==> config.mk <==
export PLATFORM = sky130hd
export DESIGN_NAME = uart_receiver
export DESIGN_NICKNAME = d
export VERILOG_FILES = /design/src/rtl/uart_receiver.sv
export SDC_FILE = /design/constraint.sdc
export NUM_CORES = 1
export LEC_CHECK = 0
export CAP_MARGIN = 25
export CORE_ASPECT_RATIO = 0.8
export CORE_UTILIZATION = 30
export DETAILED_ROUTE_END_ITERATION = 10
export PLACE_DENSITY = 0.45
export SLEW_MARGIN = 20
export SYNTH_ARGS = -nofsm -noshare
export SYNTH_HDL_FRONTEND = slang
export SYNTH_SLANG_ARGS = --single-unit
==> constraint.sdc <==
create_clock -name clk -period 2.55 [get_ports clk]
set_clock_uncertainty 0.2 [all_clocks]
set_input_delay 0.51 -clock clk [delete_from_list [all_inputs] [get_ports clk]]
set_output_delay 0.51 -clock clk [all_outputs]
set_load 0.03 [all_outputs]
==> src/rtl/uart_receiver.sv <==
// UART receive path: synchronizes rx, finds the start bit, samples each bit at
// mid-bit on sample_tick, checks parity/stop bits and holds the word for a reader.
module uart_receiver #(
    parameter int TICKS_PER_BIT = 4,
    parameter int SYNC_STAGES   = 2
) (
    input  logic       clk,
    input  logic       resetn,
    input  logic       sample_tick,
    input  logic [1:0] PARITY_MODE,
    input  logic [1:0] STOP_BITS,
    input  logic       rx,
    input  logic       rx_read,
    output logic [7:0] rx_data,
    output logic       rx_valid,
    output logic       rx_done,
    output logic       parity_error,
    output logic       framing_error,
    output logic       overrun_error
);

    localparam int TW = (TICKS_PER_BIT > 2) ? $clog2(TICKS_PER_BIT) : 1;
    localparam logic [TW-1:0] TICK_HALF = TW'(TICKS_PER_BIT / 2 - 1);
    localparam logic [TW-1:0] TICK_LAST = TW'(TICKS_PER_BIT - 1);

    typedef enum logic [2:0] {
        S_IDLE,
        S_START,
        S_DATA,
        S_PARITY,
        S_STOP
    } state_t;

    // Input synchronizer; resets to the idle (high) line level.
    logic [SYNC_STAGES-1:0] r_sync;
    logic                   r_rx_prev;
    logic                   w_rx_s;

    always_ff @(posedge clk or negedge resetn) begin
        if (!resetn) begin
            r_sync    <= '1;
            r_rx_prev <= 1'b1;
        end else begin
            r_sync    <= {r_sync[SYNC_STAGES-2:0], rx};
            r_rx_prev <= w_rx_s;
        end
    end

    assign w_rx_s = r_sync[SYNC_STAGES-1];

    state_t        r_state, w_state_next;
    logic [TW-1:0] r_tick, w_tick_next;
    logic [2:0]    r_bit_cnt, w_bit_cnt_next;
    logic [1:0]    r_stop_cnt, w_stop_cnt_next;
    logic [1:0]    r_stop_last, w_stop_last_next;
    logic [1:0]    r_par_mode, w_par_mode_next;
    logic [7:0]    r_shift, w_shift_next;
    logic          r_par_err, w_par_err_next;
    logic          w_par_en;
    logic          w_par_xor;
    logic          w_complete;
    logic          w_frame_ferr;

    assign w_par_en  = (r_par_mode == 2'd1) || (r_par_mode == 2'd2);
    assign w_par_xor = ^{r_shift, w_rx_s};

    always_ff @(posedge clk or negedge resetn) begin
        if (!resetn) begin
            r_state     <= S_IDLE;
            r_tick      <= '0;
            r_bit_cnt   <= '0;
            r_stop_cnt  <= '0;
            r_stop_last <= '0;
            r_par_mode  <= '0;
            r_shift     <= '0;
            r_par_err   <= 1'b0;
        end else begin
            r_state     <= w_state_next;
            r_tick      <= w_tick_next;
            r_bit_cnt   <= w_bit_cnt_next;
            r_stop_cnt  <= w_stop_cnt_next;
            r_stop_last <= w_stop_last_next;
            r_par_mode  <= w_par_mode_next;
            r_shift     <= w_shift_next;
            r_par_err   <= w_par_err_next;
        end
    end

    always_comb begin
        w_state_next     = r_state;
        w_tick_next      = r_tick;
        w_bit_cnt_next   = r_bit_cnt;
        w_stop_cnt_next  = r_stop_cnt;
        w_stop_last_next = r_stop_last;
        w_par_mode_next  = r_par_mode;
        w_shift_next     = r_shift;
        w_par_err_next   = r_par_err;
        w_complete       = 1'b0;
        w_frame_ferr     = 1'b0;

        case (r_state)
            S_IDLE: begin
                // Edge-triggered so a line stuck low cannot start frame after frame.
                if (r_rx_prev && !w_rx_s) begin
                    w_state_next     = S_START;
                    w_tick_next      = '0;
                    w_par_mode_next  = PARITY_MODE;
                    w_stop_last_next = (STOP_BITS == 2'd3) ? 2'd2 : STOP_BITS;
                    w_par_err_next   = 1'b0;
                end
            end

            S_START: begin
                if (sample_tick) begin
                    if (r_tick == TICK_HALF) begin
                        if (!w_rx_s) begin
                            w_state_next   = S_DATA;
                            w_tick_next    = '0;
                            w_bit_cnt_next = '0;
                        end else begin
                            w_state_next = S_IDLE;
                        end
                    end else begin
                        w_tick_next = r_tick + 1'b1;
                    end
                end
            end

            S_DATA: begin
                if (sample_tick) begin
                    if (r_tick == TICK_LAST) begin
                        w_shift_next = {w_rx_s, r_shift[7:1]};
                        w_tick_next  = '0;
                        if (r_bit_cnt == 3'd7) begin
                            w_stop_cnt_next = '0;
                            w_state_next    = w_par_en ? S_PARITY : S_STOP;
                        end else begin
                            w_bit_cnt_next = r_bit_cnt + 3'd1;
                        end
                    end else begin
                        w_tick_next = r_tick + 1'b1;
                    end
                end
            end

            S_PARITY: begin
                if (sample_tick) begin
                    if (r_tick == TICK_LAST) begin
                        w_par_err_next  = (r_par_mode == 2'd1) ? !w_par_xor : w_par_xor;
                        w_tick_next     = '0;
                        w_stop_cnt_next = '0;
                        w_state_next    = S_STOP;
                    end else begin
                        w_tick_next = r_tick + 1'b1;
                    end
                end
            end

            S_STOP: begin
                if (sample_tick) begin
                    if (r_tick == TICK_LAST) begin
                        w_tick_next = '0;
                        if (!w_rx_s) begin
                            w_complete   = 1'b1;
                            w_frame_ferr = 1'b1;
                            w_state_next = S_IDLE;
                        end else if (r_stop_cnt == r_stop_last) begin
                            w_complete   = 1'b1;
                            w_state_next = S_IDLE;
                        end else begin
                            w_stop_cnt_next = r_stop_cnt + 2'd1;
                        end
                    end else begin
                        w_tick_next = r_tick + 1'b1;
                    end
                end
            end

            default: begin
                w_state_next = S_IDLE;
            end
        endcase
    end

    // Output holding register; a completing frame takes priority over a read.
    logic [7:0] r_rx_data;
    logic       r_rx_valid;
    logic       r_rx_done;
    logic       r_parity_error;
    logic       r_framing_error;
    logic       r_overrun_error;

    always_ff @(posedge clk or negedge resetn) begin
        if (!resetn) begin
            r_rx_data       <= '0;
            r_rx_valid      <= 1'b0;
            r_rx_done       <= 1'b0;
            r_parity_error  <= 1'b0;
            r_framing_error <= 1'b0;
            r_overrun_error <= 1'b0;
        end else begin
            r_rx_done <= w_complete;
            if (w_complete) begin
                r_rx_data       <= r_shift;
                r_parity_error  <= r_par_err;
                r_framing_error <= w_frame_ferr;
                r_rx_valid      <= 1'b1;
                if (r_rx_valid && !rx_read) begin
                    r_overrun_error <= 1'b1;
                end
            end else if (rx_read && r_rx_valid) begin
                r_rx_valid      <= 1'b0;
                r_overrun_error <= 1'b0;
            end
        end
    end

    assign rx_data       = r_rx_data;
    assign rx_valid      = r_rx_valid;
    assign rx_done       = r_rx_done;
    assign parity_error  = r_parity_error;
    assign framing_error = r_framing_error;
    assign overrun_error = r_overrun_error;

endmodule

==> flow_summary.toml <==
[run_status]
status = "finished clean"

[route]
vias = 1398
detail-route-antenna-nets = 0
drtPass1Iterations = 4
viasPerCell = 4.69
route.detailed.wl_per_inst_um = 13.1
drcViolationCount = 0
drt_first_iter_violations = 91
drt_wl_total_um = 3910

[sta]
slew_violations = 0
tightestPinTransition_ps = 873
min_period_over_period_pct = 86.6
fin_setup_tns_ps = 0
fmax_mhz = 453
final.min_clock_period_ps = 2210
setup_violations = 0
maxSlewHeadroom_pct = 41.8
rsz0062_at_grt = "no"
finalHoldViolCount = 0

[setup_path]
end_kind = "flip-flop"
regToRegStartpoint = "r_state[1]$_DFFE_PN0P_"
r2r_cells = 4
worstPathMaxFanout = 19
critPathRequiredTime_ps = 2520
crit_start = "r_state[1]$_DFFE_PN0P_"
cp.arrival_ps = 2170
r2r_slack_ps = 340
worstSetupPathType = "reg -> reg"
regToRegEndpoint = "r_bit_cnt[0]$_DFFE_PN0P_"
crit_path_start_kind = "flip-flop"

[power_and_ir_drop]
power_density_mw_per_mm2 = 879
leakage_nw = 1.09
ir_drop_mv = 0.225

[global_routing]
grt_start_max_net_pins = 40
grt_pass1_vias = 1374
antenna_found_initial = 0
grt_first_pass_wirelength_um = 6540
track_usage_pct = 12.3
grt.overflow.total = 0

[cts]
h-tree-depth = 2
numCtsBuffers = 5
cts_setup_buffers = 0
postCtsHoldBufs = 0
clk_latency_ps = 290
cts-root-buf = "clkbuf_8"
cts.sinks = 39
clockBufferDepth = 2
clk_pin_slew_ps = 80
cts_tree = "done"
cts_resized = 0

[synthesis]
yosys.area_share.simple_pct = 15.5
syn_inst = 185
synth-seq-area-share_pct = 49.7
synth_top_family_by_area = "simple AND/OR/NAND/NOR gates"
syn_area_mm2 = 0.00197
synth_xor_area_share_pct = 4.88
syn_area_per_cell_um2 = 10.7
async_reset_ff_share_pct = 100
synth_seq_cells = 39
yosys_most_used_dff = "dfrtp_1"
synth_nets = 200
ys_warn_count = 0
synth_edf_count = 0
synth_compound_area_share_pct = 13.1
synth-adder-area-share_pct = 3.80
synth_cell_type_count = 40
synth_mux_area_share_pct = 9.58

[place]
numPortBuffers = 21
routabilityCongestion = 0.801
dp_cells = 290
post-dp-hpwl_um = 2750

[finish]
antennaDiodeCount = 0
stdcell_count = 298
drive_above_1_share_pct = 19.6
final_util_pct = 37.8
syn_to_final_growth_pct = 22.1
finalNetCount = 228
fillCellCount = 668

[min_path]
hold_class = "in -> async"

[floorplanning]
ioPinCount = 22
fp.dieH_um = 74.5
start_util_pct = 30.9
fp-row-count = 26
die_x_um = 92.7
die_area_mm2 = 0.00691
core_area_mm2 = 0.00638

[job]
max_cap_violations = 0
[synth_stat cells, drive strengths merged, types with 3 or more instances]
library cell	n	area share, %
dfrtp	36	46
buf	5	1.6
inv	8	1.5
nor2	7	1.3
ha	6	3.8
dfstp	3	4.0
nor3	3	1.0
o22ai	4	1.3
o21ai	12	3.0
a22o	4	1.8
nand2b	3	0.95
xnor2	9	4.0
mux2	15	8.6
nand2	38	7.2
[power breakdown]
group          internal [mW]  switching [mW]
logic                  0.381           0.386
registers              0.710           0.129
clock network          0.291           0.219
total                   1.38           0.735
[critical path: stages (launching register included)]
cell and delay (ps):
dfrtp_1 750, nand2b_1 180, o22a_1 260, or3_1 400, mux2_2 290
[cells by family after synthesis]
logic type,Yosys count
fa+ha+maj,6
compound gates,33
simple gates,64
buf+inv,15
xor+xnor,11
mux,17
flops,39
[layout make-up]
cell class                      count  area (µm²)  share of cell area [%]
Clock buffer                        5        68.8                    2.86
Tap cell                           84         105                    4.36
Clock inverter                      3        43.8                    1.82
Inverter                            8        30.0                    1.25
Multi-Input combinational cell    131         925                    38.4
Sequential cell                    39         980                    40.7
Timing Repair Buffer               28         258                    10.7
[metal layers]
layer	GRT usage [%]	wire length, µm	vias up
li1	-	-	693
met1	16.6	1950	687
met2	19.6	1810	16
met3	3.17	131	2
met4	4.10	17	0
met5	0	0	-
[flip-flops by register name, indices dropped and copies added, names as in the netlist, 2 cells and up]
register and flops:
r_bit_cnt 3, r_stop_cnt 2, r_par_mode 2, r_state 3, r_tick 2, r_shift 8, r_sync 2, r_stop_last 2
rx_data 8
[how the worst max path moves through the flow]
stage | to | slack [ps] | depth (start not counted)
3_5_place_dp | r_stop_cnt[1]$_DFFE_PN0P_ | 80 | 6
5_1_grt | r_state[1]$_DFFE_PN0P_ | 220 | 6
6_report | r_bit_cnt[0]$_DFFE_PN0P_ | 340 | 4
2_1_floorplan | r_tick[1]$_DFFE_PN0P_ | 590 | 7
3_3_place_gp | r_stop_cnt[1]$_DFFE_PN0P_ | 120 | 6
4_1_cts | r_state[1]$_DFFE_PN0P_ | 340 | 6
[placed cells by master, fill, tap and decap left out, types with 3 or more instances in the layout]
cell / count
dfstp_2: 3
inv_1: 8
nor2_1: 7
mux2_2: 15
buf_4: 7
o21ai_0: 12
clkbuf_8: 5
xnor2_1: 9
nand2_1: 38
dfrtp_1: 36
o22ai_1: 4
clkdlybuf4s50_1: 20
nand2b_1: 3
ha_1: 6
a22o_1: 4
[per-stage QoR]
| step | setup slack (ps) | hold WS, ps | power, mW | instance area (µm²) |
|---|---|---|---|---|
| after floorplan | 593 | 14.4 | 1.44 | 1970 |
| after global placement | 124 | 146 | 1.61 | 2300 |
| after detailed placement | 79.7 | 149 | 1.62 | 2300 |
| after CTS | 342 | 160 | 2.15 | 2410 |
| after global routing | 217 | 166 | 2.28 | 2410 |
| final | 342 | 128 | 2.12 | 2410 |
(Power assumes the default switching activity.)
